===== src/rtl/dot_8_sched_pkg.sv =====
// Shared types and constants for the dot_8 row-interleaving scheduler.
package dot_8_sched_pkg;

    typedef enum logic [1:0] {
        IDLE  = 2'd0,
        ISSUE = 2'd1,
        DRAIN = 2'd2,
        DONE  = 2'd3
    } state_t;

    localparam logic [31:0] FP_ZERO        = 32'h0000_0000;
    localparam int          DEFAULT_LAT    = 24;
    localparam int          DEFAULT_RD_LAT = 2;

endpackage


===== src/rtl/param_delay.sv =====
// Fixed-depth shift register with synchronous clear; DEPTH=0 degenerates to a wire.
module param_delay #(
    parameter int WIDTH = 1,
    parameter int DEPTH = 1
) (
    input  logic             clk,
    input  logic             reset,
    input  logic [WIDTH-1:0] din,
    output logic [WIDTH-1:0] dout
);

    generate
        if (DEPTH == 0) begin : g_wire
            assign dout = din;
        end else begin : g_pipe
            logic [WIDTH-1:0] r_stage [DEPTH];

            always_ff @(posedge clk) begin
                if (reset) begin
                    r_stage[0] <= '0;
                end else begin
                    r_stage[0] <= din;
                end
            end

            for (genvar gi = 1; gi < DEPTH; gi++) begin : g_stage
                always_ff @(posedge clk) begin
                    if (reset) begin
                        r_stage[gi] <= '0;
                    end else begin
                        r_stage[gi] <= r_stage[gi-1];
                    end
                end
            end

            assign dout = r_stage[DEPTH-1];
        end
    endgenerate

endmodule


===== src/rtl/dot_8_sched.sv =====
// Issues LAT interleaved rows chunk-major into a LAT-deep dot_8 pipeline and
// routes each row's partial sum back as running_sum until its last chunk.
module dot_8_sched
    import dot_8_sched_pkg::*;
#(
    parameter int LAT    = DEFAULT_LAT,
    parameter int RD_LAT = DEFAULT_RD_LAT,
    parameter int ROW_W  = 5
) (
    input  logic             clk,
    input  logic             reset,
    input  logic             start,
    input  logic [15:0]      num_chunks,
    output logic             busy,
    output logic             done,
    output logic             rd_en,
    output logic [ROW_W-1:0] rd_row,
    output logic [15:0]      rd_chunk,
    output logic             dot_en,
    input  logic [31:0]      dot_result,
    output logic [31:0]      running_sum,
    output logic             out_valid,
    output logic [ROW_W-1:0] out_row,
    output logic [31:0]      out_data
);

    localparam logic [ROW_W-1:0] ROW_LAST   = ROW_W'(LAT - 1);
    localparam logic [15:0]      DRAIN_LAST = 16'(RD_LAT + LAT - 1);

    state_t           r_state;
    logic [15:0]      r_num_chunks;
    logic [ROW_W-1:0] r_row;
    logic [15:0]      r_chunk;
    logic [15:0]      r_drain_cnt;

    logic             w_issue;
    logic             w_last_chunk;
    logic             w_first_in;
    logic             w_first_d;
    logic [ROW_W:0]   w_last_in;
    logic [ROW_W:0]   w_last_mid;
    logic [ROW_W:0]   w_last_d;

    // The chunk counter stops at num_chunks-1, so 16'hFFFF never wraps it.
    assign w_last_chunk = (r_chunk == (r_num_chunks - 16'd1));

    always_ff @(posedge clk) begin
        if (reset) begin
            r_state      <= IDLE;
            r_num_chunks <= '0;
            r_row        <= '0;
            r_chunk      <= '0;
            r_drain_cnt  <= '0;
        end else begin
            case (r_state)
                IDLE: begin
                    if (start) begin
                        r_num_chunks <= num_chunks;
                        r_row        <= '0;
                        r_chunk      <= '0;
                        r_state      <= (num_chunks == 16'd0) ? DONE : ISSUE;
                    end
                end
                ISSUE: begin
                    if (r_row == ROW_LAST) begin
                        r_row <= '0;
                        if (w_last_chunk) begin
                            r_drain_cnt <= '0;
                            r_state     <= DRAIN;
                        end else begin
                            r_chunk <= r_chunk + 16'd1;
                        end
                    end else begin
                        r_row <= r_row + 1'b1;
                    end
                end
                DRAIN: begin
                    if (r_drain_cnt == DRAIN_LAST) begin
                        r_state <= DONE;
                    end else begin
                        r_drain_cnt <= r_drain_cnt + 16'd1;
                    end
                end
                DONE: begin
                    r_state <= IDLE;
                end
                default: r_state <= IDLE;
            endcase
        end
    end

    assign w_issue  = (r_state == ISSUE);
    assign busy     = (r_state != IDLE);
    assign done     = (r_state == DONE);
    assign rd_en    = w_issue;
    assign rd_row   = w_issue ? r_row : '0;
    assign rd_chunk = w_issue ? r_chunk : '0;
    assign dot_en   = w_issue || (r_state == DRAIN);

    assign w_first_in = w_issue && (r_chunk == 16'd0);
    assign w_last_in  = {w_issue && w_last_chunk, r_row};

    param_delay #(.WIDTH(1), .DEPTH(RD_LAT)) u_first_dly (
        .clk   (clk),
        .reset (reset),
        .din   (w_first_in),
        .dout  (w_first_d)
    );

    // Last-chunk tag follows the operands (RD_LAT) and then the dot pipeline (LAT).
    param_delay #(.WIDTH(1 + ROW_W), .DEPTH(RD_LAT)) u_last_rd_dly (
        .clk   (clk),
        .reset (reset),
        .din   (w_last_in),
        .dout  (w_last_mid)
    );

    param_delay #(.WIDTH(1 + ROW_W), .DEPTH(LAT)) u_last_lat_dly (
        .clk   (clk),
        .reset (reset),
        .din   (w_last_mid),
        .dout  (w_last_d)
    );

    assign running_sum = (dot_en && !w_first_d) ? dot_result : FP_ZERO;
    assign out_valid   = w_last_d[ROW_W];
    assign out_row     = w_last_d[ROW_W] ? w_last_d[ROW_W-1:0] : '0;
    assign out_data    = w_last_d[ROW_W] ? dot_result : FP_ZERO;

endmodule


===== config.mk =====
export PLATFORM = sky130hd
export DESIGN_NAME = dot_8_sched
export DESIGN_NICKNAME = d
export VERILOG_FILES = /design/src/rtl/dot_8_sched_pkg.sv /design/src/rtl/param_delay.sv /design/src/rtl/dot_8_sched.sv
export SDC_FILE = /design/constraint.sdc
export NUM_CORES = 1
export LEC_CHECK = 0
export CORE_MARGIN = 4
export CORE_UTILIZATION = 47
export CTS_CLUSTER_DIAMETER = 50
export DETAILED_ROUTE_END_ITERATION = 6
export MAX_ROUTING_LAYER = met4
export PLACE_DENSITY = 0.75
export SYNTH_ARGS = -nofsm -noshare
export SYNTH_HDL_FRONTEND = slang
export SYNTH_SLANG_ARGS = --single-unit

===== constraint.sdc =====
create_clock -name clk -period 3.3 [get_ports clk]
set_clock_uncertainty 0.2 [all_clocks]
set_input_delay 0.99 -clock clk [delete_from_list [all_inputs] [get_ports clk]]
set_output_delay 0.99 -clock clk [all_outputs]
set_load 0.005 [all_outputs]

[Word level (Yosys, flattened, before mapping)]
Memories as Yosys holds them, arrays and structs flattened.
Cells that the tools add are included.
Operators by class
  add/subtract/negate cells: 4
  $mul: 0
  divide/modulo/power cells: 0
  magnitude comparators: 0
  equality and inequality tests: 12
  shift operators: 0
  muxes and demuxes: 53
  bitwise operators: 28
  reduce and logical (&&, ||, !) cells: 16
Operators by type and width (number)
  two-way mux 6 bit: 26
  two-way mux 16 bit: 7
  two-way mux 32 bit: 2
  case mux 16 bit (2 select lines): 2
  adder 16 x 1 -> 16 bit (second input constant): 2
  zero test 16 bit: 2
  bitwise OR 1 bit: 28
  two-way mux 5 bit: 4
  equality test 16 bit: 1
  equality test 16 x 5 -> 1 bit (second input constant): 1
  subtractor 16 x 1 -> 16 bit (second input constant): 1
  AND reduction 4 bit: 3
  two-way mux 2 bit: 5
  case mux 5 bit (2 select lines): 1
  inequality test 2 bit (second input constant): 4
  case mux 2 bit (4 select lines): 1
  nonzero test 2 bit: 3
  adder 5 x 1 -> 5 bit (second input constant): 1
  equality test 5 bit (second input constant): 1
  two-way mux 1 bit: 5
  equality test 2 bit (second input constant): 2
  inequality test 2 x 1 -> 1 bit (second input constant): 2
  AND reduction 2 bit: 2
  logical AND 1 bit: 3
  4 further kinds: 4
Storage, ports and cells
  register bits: 55
  latch bits: 0
  memory bits (writable): 158
  ROM bits: 0
  input bits: 51
  output and inout bits: 95
  word-level logic and storage cells: 121
  memories: 3
Memories
  u_last_lat_dly.g_pipe.r_stage: words 24, width 6, read ports 24, clocked after Yosys merged registers in 0, wr ports 24, line param_delay.sv:16  | logic [WIDTH-1:0] r_stage [DEPTH];
  u_last_rd_dly.g_pipe.r_stage: words 2, width 6, read ports 2, clocked after Yosys merged registers in 0, wr ports 2, line param_delay.sv:16
  u_first_dly.g_pipe.r_stage: words 2, width 1, read ports 2, clocked after Yosys merged registers in 0, wr ports 2, line param_delay.sv:16

[Longest topological paths before layout]
Gate-level depths: netlist of the first run.
  depth in word-level cells: 5
  mapped depth: 13
  mapped depth without buffers: 10

[By module]
A second synthesis of the first run with hierarchy kept.
Unflattened totals
  cells, all modules: 864
  area, all modules: 8441.8 um2
By module, submodules not included
  param_delay at u_last_lat_dly: times used 1, cells an instance 310, area each 4095.2 um2, seq. area each 2882.8 um2
  dot_8_sched: times used 1, cells an instance 525, area each 3927.5 um2, seq. area each 1101.1 um2
  param_delay at u_last_rd_dly: times used 1, cells an instance 25, area each 366.6 um2, seq. area each 240.2 um2
  param_delay at u_first_dly: times used 1, cells an instance 4, area each 52.6 um2, seq. area each 40.0 um2

[Worst setup path before layout of the first run]
No wires, ideal clock.
  kind: flip-flop to flip-flop
  start point: register r_num_chunks[0]
  end point: register r_drain_cnt[14]
  arrival: 2885 ps
  slack: 145 ps
  stages on the path, launching flop included: 14
  path buffers: 3
  clock period less this slack: 3155 ps
  cell sequence: dfxtp_1 -> inv_1 -> ha_1 -> buf_2 -> nor3b_1 -> and4b_1 -> xor2_1 -> a311o_1 -> and4bb_4 -> a31oi_4 -> clkbuf_1 -> clkbuf_1 -> o21ai_0 -> a21oi_1
Between the ends
  longest elaborated chain between the ends: 4
Ends and longest elaborated chain
  start: declaration: line dot_8_sched.sv:31  | logic [15:0] r_num_chunks;
  start signal: assignment: line dot_8_sched.sv:58  | r_num_chunks <= num_chunks;
  subtractor 16 x 1 -> 16 bit: line dot_8_sched.sv:45  | assign w_last_chunk = (r_chunk == (r_num_chunks - 16'd1));
  equality test 16 bit: line dot_8_sched.sv:45
  inequality test 2 x 1 -> 1 bit (no line)
  AND reduction 4 bit (no line)
  end signal: assignment: line dot_8_sched.sv:81  | r_drain_cnt <= r_drain_cnt + 16'd1;
  end: declaration: line dot_8_sched.sv:34  | logic [15:0] r_drain_cnt;
Every way passes these cells.
A chain may end at the register's enable or synchronous reset.

[Worst setup path after layout of the first run]
  start point: input port dot_result[9]
  end point: output port out_data[9]
Between the ends
  longest elaborated chain between the ends: 1
Ends and longest elaborated chain
  start: declaration: line dot_8_sched.sv:20  | input logic [31:0] dot_result,
  two-way mux 32 bit: line dot_8_sched.sv:128  | assign out_data = w_last_d[ROW_W] ? dot_result : FP_ZERO;
  end: declaration: line dot_8_sched.sv:24  | output logic [31:0] out_data
Every way passes these cells.

==> flow_summary.yaml, run 1 <==
status:
  status: "completed"
route:
  wl_met1_mm: 8.37
  wl_met3_mm: 1.36
  maxUsedRoutingLayer: "met4"
  vias: 6431
  post_drt_wl_per_cell_um: 13.9
  avgViaCountPerCell: 5.03
  drtPass1Iterations: 5
  routed_wl_mm: 17.8
  wl_met2_mm: 7.55
  drc: 0
  antenna_left: 0
  drt-initial-drc-count: 316
synth:
  syn-num-nets: 934
  synth.ff_latch_count: 213
  synth_warnings: 0
  synth_compound_area_share_pct: 8.15
  ys_types: 58
  synth_seq_area_share_pct: 52.2
  muxShareOfSynthArea_pct: 0.367
  synth_edf_count: 0
  syn_area_um2: 8170
  async_flop_share_pct: 0
  synth_xor_xnor_area_share_pct: 2.14
  synth_top_family_by_area: "simple AND/OR/NAND/NOR gates"
  yosysTopAreaCellShare_pct: 52.2
  synthSimpleGateAreaFrac_pct: 32.5
  netlist_top_cells_area: "dfxtp_1, nor2b_1, and2_1"
  synthCells: 873
  synth_flop_cell: "dfxtp_1"
  avgSynthCellArea_um2: 9.36
  synth_top_area_cell: "dfxtp_1"
  synthAdderAreaFrac_pct: 1.53
sta:
  slew_viol_final: 0
  setup_tns_ps: 0
  hold_violations: 0
  setup_viol: 0
  fin_crit_ps: 3270
  maxSlewHeadroom_pct: 71.7
  rsz0062_at_grt: "no"
  period_share_pct: 99.1
  fmax_ghz: 0.306
  worst_pin_slew_ps: 414
place:
  gp_congestion: 0.911
  port_buffers: 145
  dp_hpwl_mm: 12.1
  dpl-instance-area_um2: 10000
final_layout:
  multiInputGateArea_um2: 3730
  seq_area_um2: 4270
  antenna_cells: 0
  drive_above_1_share_pct: 10.5
  fill_cells: 1389
  nNetsFinal: 1103
  syn_to_final_growth_pct: 34.1
  final_area_um2: 11000
floorplanning:
  die_h_um: 140
  fp.dieW_um: 140
  initial_core_util_pct: 48.6
  pin_count: 146
  fp-row-count: 47
  die_area_um2: 19600
  core_area_um2: 16800
critical_path:
  rrSetupSlack_ps: 110
  cp-startpoint: "dot_result[9]"
  critPathCaptureType: "output port"
  r2r-end: "r_drain_cnt[11]$_SDFFE_PP0P_"
  critPathKind: "primary input to output port"
  worst_setup_path_start_kind: "primary input"
  worstPathRequired_ps: 2110
  r2r_cells: 10
  cp_max_fo: 2
  timing.rr.start: "r_num_chunks[1]$_SDFFE_PP0P_"
  arrival_ps: 2080
global_route:
  first_global_vias: 6119
  grt.total_usage_pct: 18.3
  grt_first_pass_wirelength_mm: 29.4
  antenna_found_initial: 0
  grt_max_degree: 108
  gr-total-overflow: 0
pwr:
  p_leak_uw: 0.00453
  ir_worst_vdd_uv: 391
  power.density_nw_per_um2: 664
  p_total_uw: 7270
cts:
  cts_tree: "done"
  clock_latency_ps: 500
  cts_sinks: 213
  cts_buffers: 22
  clkTransAtPathRegs_ps: 60
  cts.path.max_buffers: 3
  ctsHtreeMaxLevel: 1
  root_buffer: "clkbuf_16"
worst_hold_path:
  hold_class: "flip-flop to flip-flop"
  hold_start: "u_last_lat_dly.g_pipe.r_stage[2][28]$_SDFF_PP0_"
  hold_depth: 1
  holdPathEnd: "u_last_lat_dly.g_pipe.r_stage[2][34]$_SDFF_PP0_"
flow_run:
  drv_cap: 0
-- routing by layer --
| metal | global-route usage (%) | vias to the layer above |
|---|---|---|
| met5 | - | - |
| met1 | 24.3 | 2910 |
| met3 | 3.88 | 38 |
| met2 | 27.6 | 227 |
| li1 | - | 3256 |
| met4 | 6.48 | 0 |
-- through the flow --
stage | util (%) | worst slack [ps] | std cells | hold WS (ps)
after global placement | 59.6 | -145 | 1229 | 215
after floorplan | - | 145 | 873 | 214
after CTS | 64.6 | 9.12 | 1276 | 235
after global routing | 65.1 | 2.44 | 1278 | 249
after detailed placement | 59.6 | -134 | 1229 | 220
final | 65.1 | 30.8 | 1278 | 229
-- cell usage in the layout (no fill, tap or decap), types with 5 or more instances in the layout --
master / count
xor2_1: 5
o211ai_1: 6
nand4_1: 14
inv_1: 11
nand2_1: 68
clkdlybuf4s50_1: 93
nor2b_1: 156
o21ai_0: 17
nand2b_1: 6
nor3_1: 10
dlygate4sd2_1: 39
clkbuf_8: 5
ha_1: 7
a21oi_1: 49
dfxtp_1: 211
buf_4: 44
clkbuf_16: 22
dlymetal6s2s_1: 10
nand3_1: 16
o31ai_1: 7
or3_1: 14
or4_1: 14
xnor2_1: 15
nor2_1: 33
and2_1: 90
nor4_1: 12
-- layout make-up --
type | count | share of cell area, %
inverter | 13 | 0.445
clock buffer | 31 | 5.79
timing repair buffer | 196 | 17.0
clock inverter | 9 | 1.28
tap | 220 | 2.51
multi-input combinational | 596 | 34.0
sequential | 213 | 38.9
-- power by group --
part / internal, µW / switching, µW / leakage, µW
Sequential: 2630 / 68.0 / 0.00172
Combinational: 1030 / 983 / 0.00244
Clock: 1580 / 977 / 0.000373
Total: 5240 / 2030 / 0.00453
-- worst max-delay path, cell delays in order --
cell and delay, ps:
clkdlybuf4s50_1 480, and2_1 120, clkdlybuf4s50_1 490
-- synthesized netlist by cell type (7+ instances only) --
library cell,count
o21ai_0,17
ha_1,10
nor3_1,10
nand3_1,16
xnor2_1,15
clkbuf_1,43
a21oi_1,49
nand4_1,14
or3_1,14
o31ai_1,7
nor2_1,33
inv_1,13
nand2_1,68
dfxtp_1,213
and2_1,92
or4_1,14
nor2b_1,157
nor4_1,12
-- state kept, by name (all words and copies together), names as in the netlist --
register and flops:
u_last_rd_dly.g_pipe.r_stage 12, r_chunk 16, r_row 5, r_num_chunks 16
u_first_dly.g_pipe.r_stage 2, r_state 2, u_last_lat_dly.g_pipe.r_stage 144, r_drain_cnt 16
-- worst max path at each step --
stage | end | slack, ps | cells past startpoint
final | out_data[9] | 30 | 3
after floorplan | r_drain_cnt[14]$_SDFFE_PP0P_ | 140 | 13
after global placement | running_sum[9] | -140 | 3
after detailed placement | running_sum[9] | -130 | 3
after CTS | out_data[17] | 9 | 3
after global routing | r_chunk[11]$_SDFFE_PP0P_ | 2 | 11
-- cell families after synthesis --
| group | Yosys count |
|---|---|
| adder cells (fa/ha/maj) | 10 |
| buffers and inverters | 64 |
| flip-flops | 213 |
| multiplexers | 3 |
| AO/OA/AOI/OAI | 105 |
| AND/OR/NAND/NOR | 458 |
| XOR/XNOR | 20 |
-- repair_timing --
action | 4_1_cts | 5_1_grt
gates cloned | 1 | 0
endpoints found under the setup margin | 67 | 57
pin swaps | 1 | 2
gates resized for setup | 61 | 21
hold buffers | 0 | 0
buffers inserted | 6 | 2
Power figures use the tool's default switching activity.
==> run 2: changes to the inputs <==
--- a/config.mk
+++ b/config.mk
@@ -5,7 +5,6 @@
 export SDC_FILE = /design/constraint.sdc
 export NUM_CORES = 1
 export LEC_CHECK = 0
-export CORE_MARGIN = 4
 export CORE_UTILIZATION = 47
 export CTS_CLUSTER_DIAMETER = 50
 export DETAILED_ROUTE_END_ITERATION = 6
==> run 2 against run 1 <==
  * Utilization rose by 0.79 points
  * Register-to-register slack worse by 40 ps
  * Count of clock-buffer cells in the layout is the same
  * Fmax fell by 0.85%
  * Via count up 1.9%
  * Non-clock buffer count is 1 lower
  * Flip-flop and latch count stayed put
  * Total power increased by 3.1%
  * Global-route usage increased by 2.0 points
  * First-iteration DRC count grew 5.4%
  * Largest power group unchanged
  * Final cell count decreased by 0.16%
  * Die area is 8.4% lower
==> flow_summary.yaml, run 2 (synthesized netlist as in run 1, its figures left out) <==
status:
  status: "completed"
critical_path:
  timing.rr.start: "r_num_chunks[2]$_SDFFE_PP0P_"
  r2r_cells: 9
  arrival_ps: 2110
  cp_max_fo: 2
  critPathCaptureType: "output port"
  worstPathRequired_ps: 2110
  r2r-end: "r_drain_cnt[9]$_SDFFE_PP0P_"
  rrSetupSlack_ps: 70
  worst_setup_path_start_kind: "primary input"
  critPathKind: "primary input to output port"
place:
  port_buffers: 145
  dp_cells: 1227
  dp_hpwl_mm: 11.5
  gp_congestion: 0.886
final_layout:
  largest_register: "u_last_lat_dly.g_pipe.r_stage"
  syn_to_final_growth_pct: 35.2
  nNetsFinal: 1103
  antenna_cells: 0
  drive_above_1_share_pct: 11.2
  fill_cells: 1376
  largest_reg_flops: 144
  seq_area_um2: 4270
  multiInputGateArea_um2: 3730
  final_common_cell: "dfxtp_1"
  fin_cells: 1276
  final_cell_mix: "dfxtp_1, nor2b_1, clkdlybuf4s50_1, and2_1, nand2_1"
global_route:
  grt.total_usage_pct: 20.2
  gr-total-overflow: 0
  grt_max_degree: 93
  met1_usage_pct: 25.5
  grtUsageMet3_pct: 4.23
  met2_usage_pct: 32.3
  first_global_vias: 6028
  antenna_found_initial: 0
  grt_first_pass_wirelength_mm: 29.0
  gr-max-usage-layer: "met2"
sta:
  fin_crit_ps: 3300
  maxSlewHeadroom_pct: 55.5
  worst_pin_slew_ps: 658
  slew_viol_final: 0
  setup_viol: 0
  hold_violations: 0
  period_share_pct: 99.9
  setup_tns_ps: 0
  rsz0062_at_grt: "yes"
  fmax_ghz: 0.303
  fin_hold_ws_ps: 226
floorplanning:
  initial_core_util_pct: 48.8
  die_area_um2: 17900
  pin_count: 146
  die_h_um: 134
  core_area_um2: 16800
  fp-row-count: 47
  fp.dieW_um: 134
worst_hold_path:
  hold_start: "u_last_lat_dly.g_pipe.r_stage[0][11]$_SDFF_PP0_"
  hold_class: "flip-flop to flip-flop"
  hold_depth: 1
  holdPathEnd: "u_last_lat_dly.g_pipe.r_stage[0][17]$_SDFF_PP0_"
cts:
  hold_buffers: 0
  ctsHtreeMaxLevel: 1
  root_buffer: "clkbuf_16"
  cts_sinks: 213
  cts_tree: "done"
  clkTransAtPathRegs_ps: 60
  cts.path.max_buffers: 3
  cts_buffers: 23
  clock_latency_ps: 500
route:
  post_drt_wl_per_cell_um: 14.2
  avgViaCountPerCell: 5.14
  routed_wl_mm: 18.1
  drc: 0
  vias: 6554
  antenna_left: 0
  drtPass1Iterations: 4
  drt-initial-drc-count: 333
pwr:
  ir_worst_vdd_uv: 466
  power.density_nw_per_um2: 679
  p_leak_uw: 0.00464
flow_run:
  drv_cap: 0
run 2: report_power, final:
group / internal (µW) / switching [µW] / total (µW)
Sequential: 2630 / 53.7 / 2680
Clock: 1650 / 1000 / 2650
Combinational: 1110 / 1060 / 2160
Total: 5390 / 2110 / 7500
run 2: per-stage QoR:
step | worst slack, ps | total power, µW | utilization [%] | cell area, µm²
6_report | 2.85 | 7500 | 65.9 | 11000
5_1_grt | -39.8 | 7850 | 65.9 | 11000
3_5_place_dp | -36.3 | 4600 | 59.9 | 10000
3_3_place_gp | -36.9 | 4580 | 59.9 | 10000
4_1_cts | 0.0597 | 7450 | 65.3 | 10900
2_1_floorplan | 145 | 3700 | - | 8170
run 2: repair_timing:
item	4_1_cts	5_1_grt
setup buffers	7	1
pin swaps	1	4
cloned	2	1
setup endpoints to repair	39	56
gates resized for setup	51	35
run 2: final cells by class:
type | instances | area share, %
sequential | 213 | 38.6
multi-input combinational | 596 | 33.7
tap | 220 | 2.49
clock buffer | 31 | 6.02
inverter | 13 | 0.442
timing repair buffer | 195 | 17.5
clock inverter | 8 | 1.23
run 2: worst max path at each step:
stage	from	end	slack, ps	cells after the start
2_1_floorplan	r_num_chunks[0]$_SDFFE_PP0P_	r_drain_cnt[14]$_SDFFE_PP0P_	140	13
5_1_grt	dot_result[3]	out_data[3]	-40	3
6_report	dot_result[3]	out_data[3]	3	3
3_3_place_gp	dot_result[5]	running_sum[5]	-40	3
4_1_cts	dot_result[12]	out_data[12]	0.06	3
3_5_place_dp	dot_result[5]	running_sum[5]	-40	3
run 2: critical path: stages:
cell,delay [ps]
clkdlybuf4s50_1,470
and2_1,130
clkdlybuf4s50_1,520
run 2: metal layers:
metal	part of all wire [%]	up-vias
li1	-	3262
met1	45	3009
met2	45	243
met3	7.9	40
met4	2.5	0
met5	0	-
==> run 3: changes to the inputs <==
--- a/config.mk
+++ b/config.mk
@@ -5,6 +5,7 @@
 export SDC_FILE = /design/constraint.sdc
 export NUM_CORES = 1
 export LEC_CHECK = 0
+export CORE_ASPECT_RATIO = 2
 export CORE_UTILIZATION = 47
 export CTS_CLUSTER_DIAMETER = 50
 export DETAILED_ROUTE_END_ITERATION = 6
==> run 3 against run 2 <==
  * Critical path depth is the same
  * Register-to-register slack better by 20 ps
  * Total power down 11%
  * Fmax increased by 0.60%
  * Count of clock-buffer cells in the layout fell by 7
  * Global-route usage shrank 0.72 points
  * Combinational power fell by 9.3%
  * Flip-flop and latch count stayed put
  * Final cell count shrank 2.2%
  * Critical path type unchanged
  * Largest cell class unchanged
==> flow_summary.yaml, run 3 (synthesized netlist as in run 1, its figures left out) <==
final_layout:
  antenna_cells: 0
  final_common_cell: "dfxtp_1"
  nNetsFinal: 1091
  final_cell_mix: "dfxtp_1, nor2b_1, clkdlybuf4s50_1, and2_1, nand2_1"
  syn_to_final_growth_pct: 31.1
  largest_reg_flops: 144
  largest_register: "u_last_lat_dly.g_pipe.r_stage"
  drive_above_1_share_pct: 9.03
  final_area_um2: 10700
place:
  dp_hpwl_mm: 11.6
  dpl-instance-area_um2: 9980
  preCtsSetupSlack_ps: -5.93
  gp_congestion: 0.889
  port_buffers: 145
sta:
  setup_viol: 0
  layout_setup_ws_ps: 22.5
  fmax_ghz: 0.305
  fin_crit_ps: 3280
  slew_viol_final: 0
  rsz0062_at_grt: "yes"
  period_share_pct: 99.3
  setup_tns_ps: 0
  maxSlewHeadroom_pct: 38.1
  hold_violations: 0
  worst_pin_slew_ps: 919
route:
  drt-initial-drc-count: 159
  routed_wl_mm: 16.9
  post_drt_wl_per_cell_um: 13.6
  drtPass1Iterations: 4
  antenna_left: 0
  drc: 0
  vias: 6374
  avgViaCountPerCell: 5.11
critical_path:
  arrival_ps: 2090
  cp_max_fo: 2
  critPathKind: "primary input to output port"
  worstPathRequired_ps: 2110
  timing.rr.start: "r_num_chunks[2]$_SDFFE_PP0P_"
  cp-startpoint: "dot_result[27]"
  worst_setup_path_start_kind: "primary input"
  critPathCaptureType: "output port"
pwr:
  p_total_uw: 6680
  power.density_nw_per_um2: 623
  ir_worst_vdd_uv: 642
  p_leak_uw: 0.00453
global_route:
  gr-total-overflow: 0
  grt_first_pass_wirelength_mm: 27.6
  antenna_found_initial: 0
  first_global_vias: 6067
  grt_max_degree: 112
  grt.total_usage_pct: 19.5
floorplanning:
  die_h_um: 188
  initial_core_util_pct: 48.5
  fp.dieW_um: 95.2
  fp-row-count: 67
  pin_count: 146
  core_area_um2: 16800
  die_area_um2: 17900
cts:
  cts_sinks: 213
  clock_latency_ps: 480
  cts.path.max_buffers: 3
  ctsHtreeMaxLevel: 1
  clkTransAtPathRegs_ps: 70
  root_buffer: "clkbuf_16"
  cts_buffers: 18
  cts_tree: "done"
worst_hold_path:
  hold_class: "flip-flop to flip-flop"
  hold_start: "u_last_rd_dly.g_pipe.r_stage[0][5]$_SDFF_PP0_"
status:
  status: "completed"
flow_run:
  drv_cap: 0
-- run 3: cell type report --
class	count	area (µm²)
clock buffer	24	524
multi-input combinational	598	3730
inverter	13	48.8
tap	207	259
fill	1427	6140
clock inverter	7	50.0
timing repair buffer	186	1830
sequential	213	4270
-- run 3: where the power goes --
part / leakage (µW) / switching (µW) / internal (µW)
clock: 0.000275 / 899 / 1130
sequential: 0.00172 / 59.2 / 2630
combinational: 0.00254 / 980 / 981
-- run 3: worst paths after layout --
path | endpoint | slack (ps) | cells after the start
worst min register to register | u_last_rd_dly.g_pipe.r_stage[1][5]$_SDFF_PP0_ | 230 | 1
worst max register to register | r_drain_cnt[13]$_SDFFE_PP0P_ | 90 | 8
worst max-delay path | out_data[27] | 20 | 3
worst min-delay path | u_last_rd_dly.g_pipe.r_stage[1][5]$_SDFF_PP0_ | 230 | 1
-- run 3: repair_timing --
action                                  4_1_cts  5_1_grt
hold buffers                                  0        0
endpoints found under the setup margin       44       36
setup buffers                                 0        4
gates resized for setup                      37       27
gates cloned                                  0        3
pin swaps                                     0        4
-- run 3: metrics by stage --
stage	util (%)	hold WS (ps)	cells
finish	63.6	228	1248
global route	63.6	253	1248
CTS	62.6	232	1241
detailed placement	59.3	220	1210
global placement	59.3	216	1210
floorplan	-	214	873
-- run 3: worst max-delay path, stage by stage --
cell,delay (ps)
clkdlybuf4s50_1,480
and2_1,120
clkdlybuf4s50_1,490
-- run 3: routing by layer --
layer | wire length (µm) | global-route usage [%]
met3 | 700 | 2.18
met4 | 514 | 7.93
met2 | 9160 | 36.0
met5 | 0 | -
met1 | 6540 | 20.2
